### config.mk
export PLATFORM = sky130hd
export DESIGN_NAME = rom_image_loader
export DESIGN_NICKNAME = d
export VERILOG_FILES = /design/src/rtl/phaethon_boot_pkg.sv /design/src/rtl/loader_word_packer.sv /design/src/rtl/rom_image_loader.sv
export SDC_FILE = /design/constraint.sdc
export NUM_CORES = 1
export LEC_CHECK = 0
export ABC_AREA = 1
export CORE_MARGIN = 2
export CORE_UTILIZATION = 50
export DETAILED_ROUTE_END_ITERATION = 7
export MAX_ROUTING_LAYER = met4
export PLACE_DENSITY = 0.77
export SLEW_MARGIN = 20
export SYNTH_ARGS = -nofsm -noshare
export SYNTH_HDL_FRONTEND = slang
export SYNTH_SLANG_ARGS = --single-unit
### constraint.sdc
create_clock -name clk -period 6.9 [get_ports clk]
set_clock_uncertainty 0.2 [all_clocks]
set_input_delay 1.38 -clock clk [delete_from_list [all_inputs] [get_ports clk]]
set_output_delay 1.38 -clock clk [all_outputs]
set_load 0.02 [all_outputs]
### src/rtl/phaethon_boot_pkg.sv
// Shared types and helpers for the Phaethon boot path: loader state encoding,
// word geometry and byte-enable generation for partial words.
package phaethon_boot_pkg;

    localparam int WORD_BYTES = 4;

    typedef enum logic [2:0] {
        IDLE,
        RD,
        LAST,
        WR,
        DONE
    } loaderState_t;

    // Low 'count' bits set; count saturates naturally at WORD_BYTES.
    function automatic logic [WORD_BYTES-1:0] maskFromCount(input logic [2:0] count);
        logic [WORD_BYTES-1:0] mask;
        mask = '0;
        for (int i = 0; i < WORD_BYTES; i++) begin
            if (3'(i) < count) begin
                mask[i] = 1'b1;
            end
        end
        return mask;
    endfunction

endpackage

### src/rtl/loader_word_packer.sv
// Assembles image bytes into a little-endian 32-bit word, tracking how many
// lanes were filled so the final partial word gets the right byte mask.
module loader_word_packer
    import phaethon_boot_pkg::*;
(
    input  logic                  clk,
    input  logic                  reset,
    input  logic                  clear,
    input  logic                  capture,
    input  logic [1:0]            lane,
    input  logic [7:0]            byteIn,
    output logic [31:0]           wordData,
    output logic [WORD_BYTES-1:0] wordMask
);

    logic [2:0] byteCount;

    // Clearing zeroes every lane so unused lanes of a partial word read as 0.
    always_ff @(posedge clk) begin
        if (reset || clear) begin
            wordData  <= '0;
            byteCount <= '0;
        end else if (capture) begin
            wordData[{lane, 3'b000} +: 8] <= byteIn;
            byteCount                    <= byteCount + 3'd1;
        end
    end

    assign wordMask = maskFromCount(byteCount);

endmodule

### src/rtl/rom_image_loader.sv
// Streams a byte-wide ROM image out of the boot image RAM into core memory as
// 32-bit little-endian word writes on a valid/ready handshake.
module rom_image_loader
    import phaethon_boot_pkg::*;
#(
    parameter int          ADDR_W    = 16,
    parameter logic [31:0] BASE_ADDR = 32'h0
) (
    input  logic              clk,
    input  logic              reset,
    input  logic              start,
    input  logic [ADDR_W:0]   image_len,
    output logic              rd_en,
    output logic [ADDR_W-1:0] rd_addr,
    input  logic [7:0]        rd_data,
    output logic              mem_wr_valid,
    input  logic              mem_wr_ready,
    output logic [31:0]       mem_wr_addr,
    output logic [31:0]       mem_wr_data,
    output logic [3:0]        mem_wr_mask,
    output logic              busy,
    output logic              done
);

    loaderState_t    state;
    loaderState_t    nextState;
    logic [ADDR_W:0] byteIdx;
    logic [ADDR_W:0] byteIdxNext;
    logic [ADDR_W:0] lenReg;
    logic [31:0]     wordAddr;
    logic            rdValid;
    logic            startAccept;
    logic            handshake;
    logic            wordEnd;

    assign startAccept = (state == IDLE) && start;
    assign handshake   = (state == WR) && mem_wr_ready;
    assign byteIdxNext = byteIdx + (ADDR_W + 1)'(1);
    assign wordEnd     = (byteIdxNext == lenReg) || (byteIdxNext[1:0] == 2'b00);

    always_ff @(posedge clk) begin
        if (reset) begin
            state <= IDLE;
        end else begin
            state <= nextState;
        end
    end

    always_comb begin
        nextState = state;
        case (state)
            IDLE: begin
                if (start) begin
                    nextState = (image_len == '0) ? DONE : RD;
                end
            end
            RD: begin
                if (wordEnd) begin
                    nextState = LAST;
                end
            end
            LAST: nextState = WR;
            WR: begin
                if (mem_wr_ready) begin
                    nextState = (byteIdx == lenReg) ? DONE : RD;
                end
            end
            DONE: nextState = IDLE;
            default: nextState = IDLE;
        endcase
    end

    always_comb begin
        rd_en        = 1'b0;
        mem_wr_valid = 1'b0;
        busy         = 1'b1;
        done         = 1'b0;
        case (state)
            IDLE: busy = 1'b0;
            RD:   rd_en = 1'b1;
            WR:   mem_wr_valid = 1'b1;
            DONE: done = 1'b1;
            default: ;
        endcase
    end

    // rdValid marks the cycle a RAM byte is on rd_data; the word address
    // register stands in for BASE_ADDR + 4 * word index.
    always_ff @(posedge clk) begin
        if (reset) begin
            byteIdx  <= '0;
            lenReg   <= '0;
            wordAddr <= '0;
            rdValid  <= 1'b0;
        end else begin
            rdValid <= (state == RD);
            if (startAccept) begin
                lenReg   <= image_len;
                byteIdx  <= '0;
                wordAddr <= BASE_ADDR;
            end
            if (state == RD) begin
                byteIdx <= byteIdxNext;
            end
            if (handshake) begin
                wordAddr <= wordAddr + 32'd4;
            end
        end
    end

    loader_word_packer packer (
        .clk      (clk),
        .reset    (reset),
        .clear    (startAccept || handshake),
        .capture  (rdValid),
        .lane     (byteIdx[1:0] - 2'd1),
        .byteIn   (rd_data),
        .wordData (mem_wr_data),
        .wordMask (mem_wr_mask)
    );

    assign rd_addr     = byteIdx[ADDR_W-1:0];
    assign mem_wr_addr = wordAddr;

endmodule

# Word level (Yosys, flattened, before mapping)

Index checks and enable logic that the tools add are counted.

Register bits: 105
Output and inout port bits: 88
Word-level logic and storage cells: 57

Add/subtract/negate cells: 5
Magnitude comparators: 4
Equality and inequality tests: 9
Shift-type cells: 2
Multiplexer cells: 19
Reductions and logical operators: 11

Operators with widths:

| operator                                                                    | number |
|---|---|
| 32-bit 2-to-1 mux                                                           | 2 |
| 17-bit equality test                                                        | 2 |
| 17-bit 2-to-1 mux                                                           | 2 |
| 32-bit by 3-bit adder with 32-bit output, second input constant             | 1 |
| 32-bit bitwise mux                                                          | 1 |
| 8-bit by 7-bit variable shift with 32-bit output, first input constant      | 1 |
| 8-bit by 7-bit indexed part select with 32-bit output                       | 1 |
| 17-bit by 1-bit adder with 17-bit output, second input constant             | 1 |
| 17-bit zero test                                                            | 1 |
| 3-bit 2-to-1 mux                                                            | 5 |
| 3-bit case mux with 4 select lines                                          | 1 |
| 1-bit 2-to-1 mux                                                            | 8 |
| 5-bit negation with 7-bit output                                            | 1 |
| 3-bit by 2-bit equality test with 1-bit output, second input constant       | 2 |
| 1-bit by 3-bit less-than comparator with 1-bit output, first input constant | 2 |
| 2-bit by 3-bit less-than comparator with 1-bit output, first input constant | 2 |
| 2-bit inequality test, second input constant                                | 3 |
| 2-bit nonzero test                                                          | 2 |
| 3-bit by 1-bit adder with 3-bit output, second input constant               | 1 |
| 3-bit by 1-bit equality test with 1-bit output, second input constant       | 1 |
| 3-bit equality test, second input constant                                  | 1 |
| 3-bit zero test                                                             | 1 |
| 1-bit logical OR                                                            | 3 |
| 3-bit AND reduction                                                         | 1 |
| 3 further kinds                                                             | 4 |

# Longest topological paths before layout

Gate-level depths: netlist of the first run.

Depth after elaboration: 5
Depth in mapped cells: 16
Gate-level depth less buffers: 15

# Modules after synthesis

A second synthesis of the first run with hierarchy kept.

Cells, all modules: 877
Area, all modules: 5931.9 sq um

By module, submodules not included:

| module             | times used | cells each | area an instance (sq um) | seq. area each (sq um) |
|---|---|---|---|---|
| rom_image_loader   | 1          | 648        | 4269.1                   | 1361.3 |
| loader_word_packer | 1          | 229        | 1662.8                   | 700.7 |

# Worst setup path after synthesis of the first run

OpenSTA, ideal clock, no wires.

Path kind: flip-flop to output port
Start: reg state[0]
End: out rd_en
Arrival time: 0.959 ns
Slack: 4.361 ns
Cell stages (with the launch flop): 4
Buffers on the path: 1
Cell sequence: dfxtp_1 > inv_1 > nor3_1 > buf_2

Longest elaborated chain between the ends: 2

RTL lines:

| what                                           | line                   | source |
|---|---|---|
| start, declared                                | rom_image_loader.sv:25 | `loaderState_t state;` |
| start signal, assigned                         | rom_image_loader.sv:45 | `state <= nextState;` |
| 3-bit by 1-bit equality test with 1-bit output | rom_image_loader.sv:78 | `case (state)` |
| 1-bit 2-to-1 mux                               | rom_image_loader.sv:78 |  |
| end, declared                                  | rom_image_loader.sv:13 | `output logic rd_en,` |

No other way between the ends.

# Worst setup path in the final report of the first run

Start: in start
End: reg packer.byteCount[2]

Longest elaborated chain between the ends: 3

RTL lines:

| what                 | line                     | source |
|---|---|---|
| start, declared      | rom_image_loader.sv:11   | `input logic start,` |
| 1-bit logical AND    | rom_image_loader.sv:36   | `assign startAccept = (state == IDLE) && start;` |
| 1-bit logical OR     | rom_image_loader.sv:114  | `.clear (startAccept \|\| handshake),` |
| 1-bit logical OR     | loader_word_packer.sv:20 | `if (reset \|\| clear) begin` |
| end signal, assigned | loader_word_packer.sv:25 | `byteCount <= byteCount + 3'd1;` |
| end, declared        | loader_word_packer.sv:16 | `logic [2:0] byteCount;` |

No other way between the ends.
A chain may end at the register's enable or synchronous reset.

==> impl_metrics.ini, run 1 <==
[outcome]
status = completed

[worst_setup_path]
start_kind = primary input
crit_type = in -> reg
arrival_ns = 3.84
critPathCaptureType = register
cp.required_ns = 6.94
path_max_fanout = 40

[sta]
rsz0062_at_grt = no
setup_viol = 0
max_freq_mhz = 263
worst_pin_slew_ns = 0.974
hold_violations = 0
period_minus_slack_ns = 3.80
slew_viol_final = 0
relSlewSlack_pct = 34.7
setup_tns_ns = 0
timing.final.crit_share_pct = 55.0

[cts]
clk_pin_slew_ns = 0.12
cts_tree = done
clock_sinks = 103
clockRootBuffer = clkbuf_8
cts_setup_buffers = 0
post_cts_resized = 0
cts_buffer_depth = 2
numCtsBuffers = 9
hold_buffers = 0
h-tree-depth = 3
clk_latency_ns = 0.40

[route]
drc_errors = 0
drt_pre_antenna_iters = 5
dr_total_vias = 5662
drt_wl_total_um = 15300
dr.first_iter.drc_count = 499
antenna_left = 0
drt-wirelength-per-cell_um = 15.0
via_per_inst = 5.56

[finish]
drive_gt1_share_pct = 7.62
fill_cells = 992
final_core_util_pct = 63.3
mostFrequentLayoutCell = nand2_1
syn2layout_area_growth_pct = 23.3
antennaDiodeCount = 0
finalNetCount = 911
mostFrequentLayoutCells = 161 x nand2_1, 114 x clkdlybuf4s50_1, 112 x nor2_1, 103 x dfxtp_1, 74 x inv_1

[global_routing]
grt_pass1_wl_um = 24700
overflow = 0
grt_max_degree = 41
grt_usage_pct = 26.7
grt_antenna_before_repair = 0
grt_pass1_vias = 5167

[flow_run]
drv_cap = 0

[power]
peakVddDrop_mv = 0.143
p_per_area_mw_per_mm2 = 210
p_leak_nw = 2.50

[logic_synthesis]
ys_seq_area_share_pct = 36.9
synthCells = 787
synthArstFlopShare_pct = 0
synth_ff_type = dfxtp_1
netlist_area_mm2 = 0.00559
yosys_warnings = 0
syn_avg_cell_area_um2 = 7.10
ys_ff_latch = 103
synth_edf_count = 0
synth_cell_types = 48

[placed_design]
dp_hpwl_um = 11400
port_buffers = 114
gp_congestion = 0.951

[floorplan]
die_h_um = 110
io_pins = 117
die_area_mm2 = 0.0120
core_mm2 = 0.0109
initial_core_util_pct = 51.3
die_w_um = 110
rows = 38

[worst_hold_path]
hold_path.class = reg -> reg
-- power by group --
part / total (mW) / switching [mW] / internal, mW
Clock: 0.390 / 0.244 / 0.146
Combinational: 0.395 / 0.267 / 0.128
Sequential: 0.664 / 0.0354 / 0.629
-- through the flow --
step	setup WS [ns]	power [mW]	hold WS, ns	std cells	area, µm²
after global routing	2.94	1.53	0.290	1019	6890
after detailed placement	2.68	1.06	0.257	1003	6680
after global placement	2.79	1.05	0.253	1003	6680
final	3.10	1.45	0.276	1019	6890
after CTS	3.12	1.45	0.275	1019	6890
after floorplan	4.36	0.946	0.244	788	5590
-- cell families (layout without fill, tap and decap cells) --
| group | after synthesis | after routing | share of synthesized area (%) |
|---|---|---|---|
| compound gates | 139 | 139 | 15.5 |
| xor+xnor | 22 | 22 | 3.45 |
| fa+ha+maj | 8 | 8 | 1.79 |
| buf+inv | 128 | 219 | 10.2 |
| flops | 103 | 103 | 36.9 |
| mux | 1 | 1 | 0.179 |
| other cells | 1 | 2 | 0.0671 |
| simple gates | 385 | 385 | 31.9 |
-- registers in the layout, indices dropped and copies added, names as in the netlist --
| name | flops |
|---|---|
| packer.byteCount | 3 |
| lenReg | 17 |
| mem_wr_addr | 30 |
| packer.wordData | 32 |
| state | 3 |
| rdValid | 1 |
| byteIdx | 17 |
-- area by class of cell --
| class | count | area [µm²] | area share (%) |
|---|---|---|---|
| Inverter | 86 | 323 | 4.69 |
| Timing Repair Buffer | 117 | 1160 | 16.9 |
| Clock inverter | 7 | 81.3 | 1.18 |
| Clock buffer | 9 | 124 | 1.80 |
| Sequential cell | 103 | 2060 | 29.9 |
| Tap cell | 140 | 175 | 2.54 |
| Multi-Input combinational cell | 557 | 2960 | 43.0 |
-- worst max-delay path, cell delays in order --
cell and delay, ns:
clkdlybuf4s50_1 0.47, inv_1 0.05, nor2_2 0.50, inv_2 0.43
nand2_1 0.27, nor2_4 0.10, inv_2 0.51, a21oi_1 0.09
-- per-layer routing --
metal	part of all wire, %	up-vias	global-route usage, %
li1	-	2776	-
met1	45	2584	36.1
met4	2.0	0	8.77
met3	8.9	32	4.74
met2	44	270	40.4
met5	0	-	-
-- path summary, 6_finish.rpt --
path | to | slack [ns] | from | cells after the start
max | packer.byteCount[2]$_SDFFE_PP0P_ | 3.10 | start | 8
max reg2reg | packer.byteCount[2]$_SDFFE_PP0P_ | 3.91 | state[1]$_SDFFE_PP0P_ | 10
min | packer.wordData[30]$_SDFFE_PP0P_ | 0.28 | packer.wordData[30]$_SDFFE_PP0P_ | 2
min reg2reg | packer.wordData[30]$_SDFFE_PP0P_ | 0.28 | packer.wordData[30]$_SDFFE_PP0P_ | 2
-- cells in the mapped netlist, types with 4 or more instances --
cell type | count | area share [%]
buf_4 | 21 | 2.8
inv_2 | 9 | 0.60
dfxtp_1 | 103 | 37
nor2_1 | 112 | 7.5
a21oi_1 | 42 | 3.8
o22ai_1 | 5 | 0.56
inv_1 | 74 | 5.0
nor2_4 | 8 | 1.6
nand2_1 | 161 | 11
ha_1 | 8 | 1.8
nand2_2 | 6 | 0.67
buf_2 | 9 | 0.81
clkbuf_1 | 12 | 0.81
o21ai_1 | 7 | 0.63
a22oi_1 | 28 | 3.8
nand3_1 | 26 | 2.3
o21ai_0 | 29 | 2.6
nand4_1 | 26 | 2.9
nor2_2 | 8 | 0.90
nor3_1 | 16 | 1.4
a311oi_1 | 4 | 0.63
xnor2_1 | 11 | 1.7
a211oi_1 | 5 | 0.67
nand3_2 | 5 | 0.90
xor2_1 | 11 | 1.7
Power figures use the tool's default switching activity.
==> run 2: changes to the inputs <==
Settings changed: CORE_UTILIZATION 50 to 47, PLACE_DENSITY 0.77 to 0.76.
Clock period 6.9 ns to 3.4 ns, I/O delays scaled along.
==> run 2 against run 1 <==
  * The flow now finishes with violations (design-rule violations)
  * Worst setup slack got worse by 2.5 ns
  * Core utilization decreased by 2.0 points
  * Non-clock buffer count increased by 6
  * Highest routed layer unchanged
  * Critical endpoint is now state[0]$_SDFFE_PP0P_
  * Register-to-register slack got worse by 3.3 ns
==> impl_metrics.ini, run 2 (same netlist as run 1, synthesis figures left out) <==
[placed_design]
port_buffers = 114
dp.cells = 1012
placed_area_mm2 = 0.00673
dp_hpwl_um = 11200
gp_congestion = 0.990

[finish]
drive_gt1_share_pct = 8.25
final_area_mm2 = 0.00705
final_core_util_pct = 61.2
syn2layout_area_growth_pct = 26.1
antennaDiodeCount = 0
seqCellArea_mm2 = 0.00206
fill_cells = 1062
mostFrequentLayoutCells = 161 x nand2_1, 114 x clkdlybuf4s50_1, 112 x nor2_1, 103 x dfxtp_1, 74 x inv_1
largest_register_ffs = 32
final_cells = 1028
mostFrequentLayoutCell = nand2_1
multi_input_area_mm2 = 0.00296
finalNetCount = 917
top_register = packer.wordData

[cts]
cts_setup_buffers = 0
post_cts_resized = 0
clk_latency_ns = 0.36
clockRootBuffer = clkbuf_16
clock_sinks = 103
cts_tree = done
h-tree-depth = 3
cts_buffer_depth = 2
numCtsBuffers = 9
hold_buffers = 0
clk_pin_slew_ns = 0.08

[global_routing]
overflow = 0
grt_max_degree = 41
grt_pass1_wl_um = 25200
grt_pass1_vias = 5109
grt_usage_pct = 25.0
grt_antenna_before_repair = 0

[power]
peakVddDrop_mv = 0.355
power_mw = 3.26
p_leak_nw = 2.57
p_per_area_mw_per_mm2 = 463

[floorplan]
io_pins = 117
die_h_um = 113
rows = 39
die_w_um = 113
core_mm2 = 0.0115
die_area_mm2 = 0.0128
initial_core_util_pct = 48.5

[route]
antenna_left = 0
drt-wirelength-per-cell_um = 14.8
drt_wl_total_um = 15200
drt_pre_antenna_iters = 7
drc_errors = 9
dr.first_iter.drc_count = 486
via_per_inst = 5.41
dr_total_vias = 5564

[sta]
rsz0062_at_grt = no
timing.final.crit_share_pct = 83.2
hold_violations = 0
period_minus_slack_ns = 2.83
max_freq_mhz = 354
slew_viol_final = 0
worst_pin_slew_ns = 0.799
setup_tns_ns = 0
relSlewSlack_pct = 46.3
setup_viol = 0

[worst_setup_path]
max_stage_delay_ns = 0.55
cp_num_buf_inv = 2
start_kind = register
cp.required_ns = 3.45
crit_type = reg -> reg
critical_path.cell_chain = inv_1 -> ha_1 -> inv_1 -> nand2_1 -> nand2_1 -> nor2_1 -> nand3_1 -> nor2_1 -> nand3_1 -> nor2_1 -> nand3_1 -> nand2_2 -> nand3_1 -> nand2_1 -> nor2_1
cp_top_family = simple AND/OR/NAND/NOR gates
slowest_stage = dfxtp_1
critPathCaptureType = register
path_max_fanout = 15
arrival_ns = 2.87
regToRegSetupSlack_ns = 0.57

[flow_run]
drv_cap = 0

[outcome]
failed_checks = design-rule violations
status = complete, but fails checks

[worst_hold_path]
hold_path.class = reg -> reg
## run 2: changes by cell type in the layout (fill, tap and decap cells not counted)
| cell | before | now |
|---|---|---|
| clkbuf_8 | 9 | 0 |
| clkinvlp_4 | 0 | 2 |
| bufinv_16 | 0 | 1 |
| clkbuf_16 | 0 | 9 |
| clkinv_8 | 2 | 1 |
| inv_6 | 2 | 0 |
| buf_4 | 3 | 9 |
## run 2: final timing paths
check / start / cells after the start / end
setup / recovery: byteIdx[0]$_SDFFE_PP0P_ / 15 / state[0]$_SDFFE_PP0P_
hold / removal: packer.wordData[31]$_SDFFE_PP0P_ / 2 / packer.wordData[31]$_SDFFE_PP0P_
setup reg to reg: byteIdx[0]$_SDFFE_PP0P_ / 15 / state[0]$_SDFFE_PP0P_
hold reg to reg: packer.wordData[31]$_SDFFE_PP0P_ / 2 / packer.wordData[31]$_SDFFE_PP0P_
## run 2: layout make-up
type                            count  area share, %
Multi-Input combinational cell    557           42.0
Sequential cell                   103           29.2
Timing Repair Buffer              123           17.1
Inverter                           86           4.58
Clock buffer                        9           3.19
Tap cell                          143           2.54
Clock inverter                      7           1.31
## run 2: metal layers
layer  vias to the layer above  share of wire (%)  track usage (%)
li1                       2783                  -                -
met1                      2545                 46             34.0
met2                       216                 44             37.6
met3                        20                7.7             6.05
met4                         0                1.6             6.42
met5                         -                  0                -
## run 2: where the power goes
group          switching, mW  internal [mW]
Combinational          0.547          0.269
Sequential            0.0653           1.28
Clock                  0.516          0.589
## run 2: stage by stage
step                hold slack, ns  setup WS [ns]
global route                 0.294          0.344
floorplan                    0.244          0.977
finish                       0.266          0.572
CTS                          0.266          0.616
global placement             0.248          0.576
detailed placement           0.255          0.556
## run 2: worst reg2reg max path: cells and delay by family, from the launching register on
family | cells | cell delay [ns]
AND/OR/NAND/NOR | 12 | 1.03
flip-flops | 1 | 0.55
buffers and inverters | 2 | 0.49
adder cells (fa/ha/maj) | 1 | 0.44
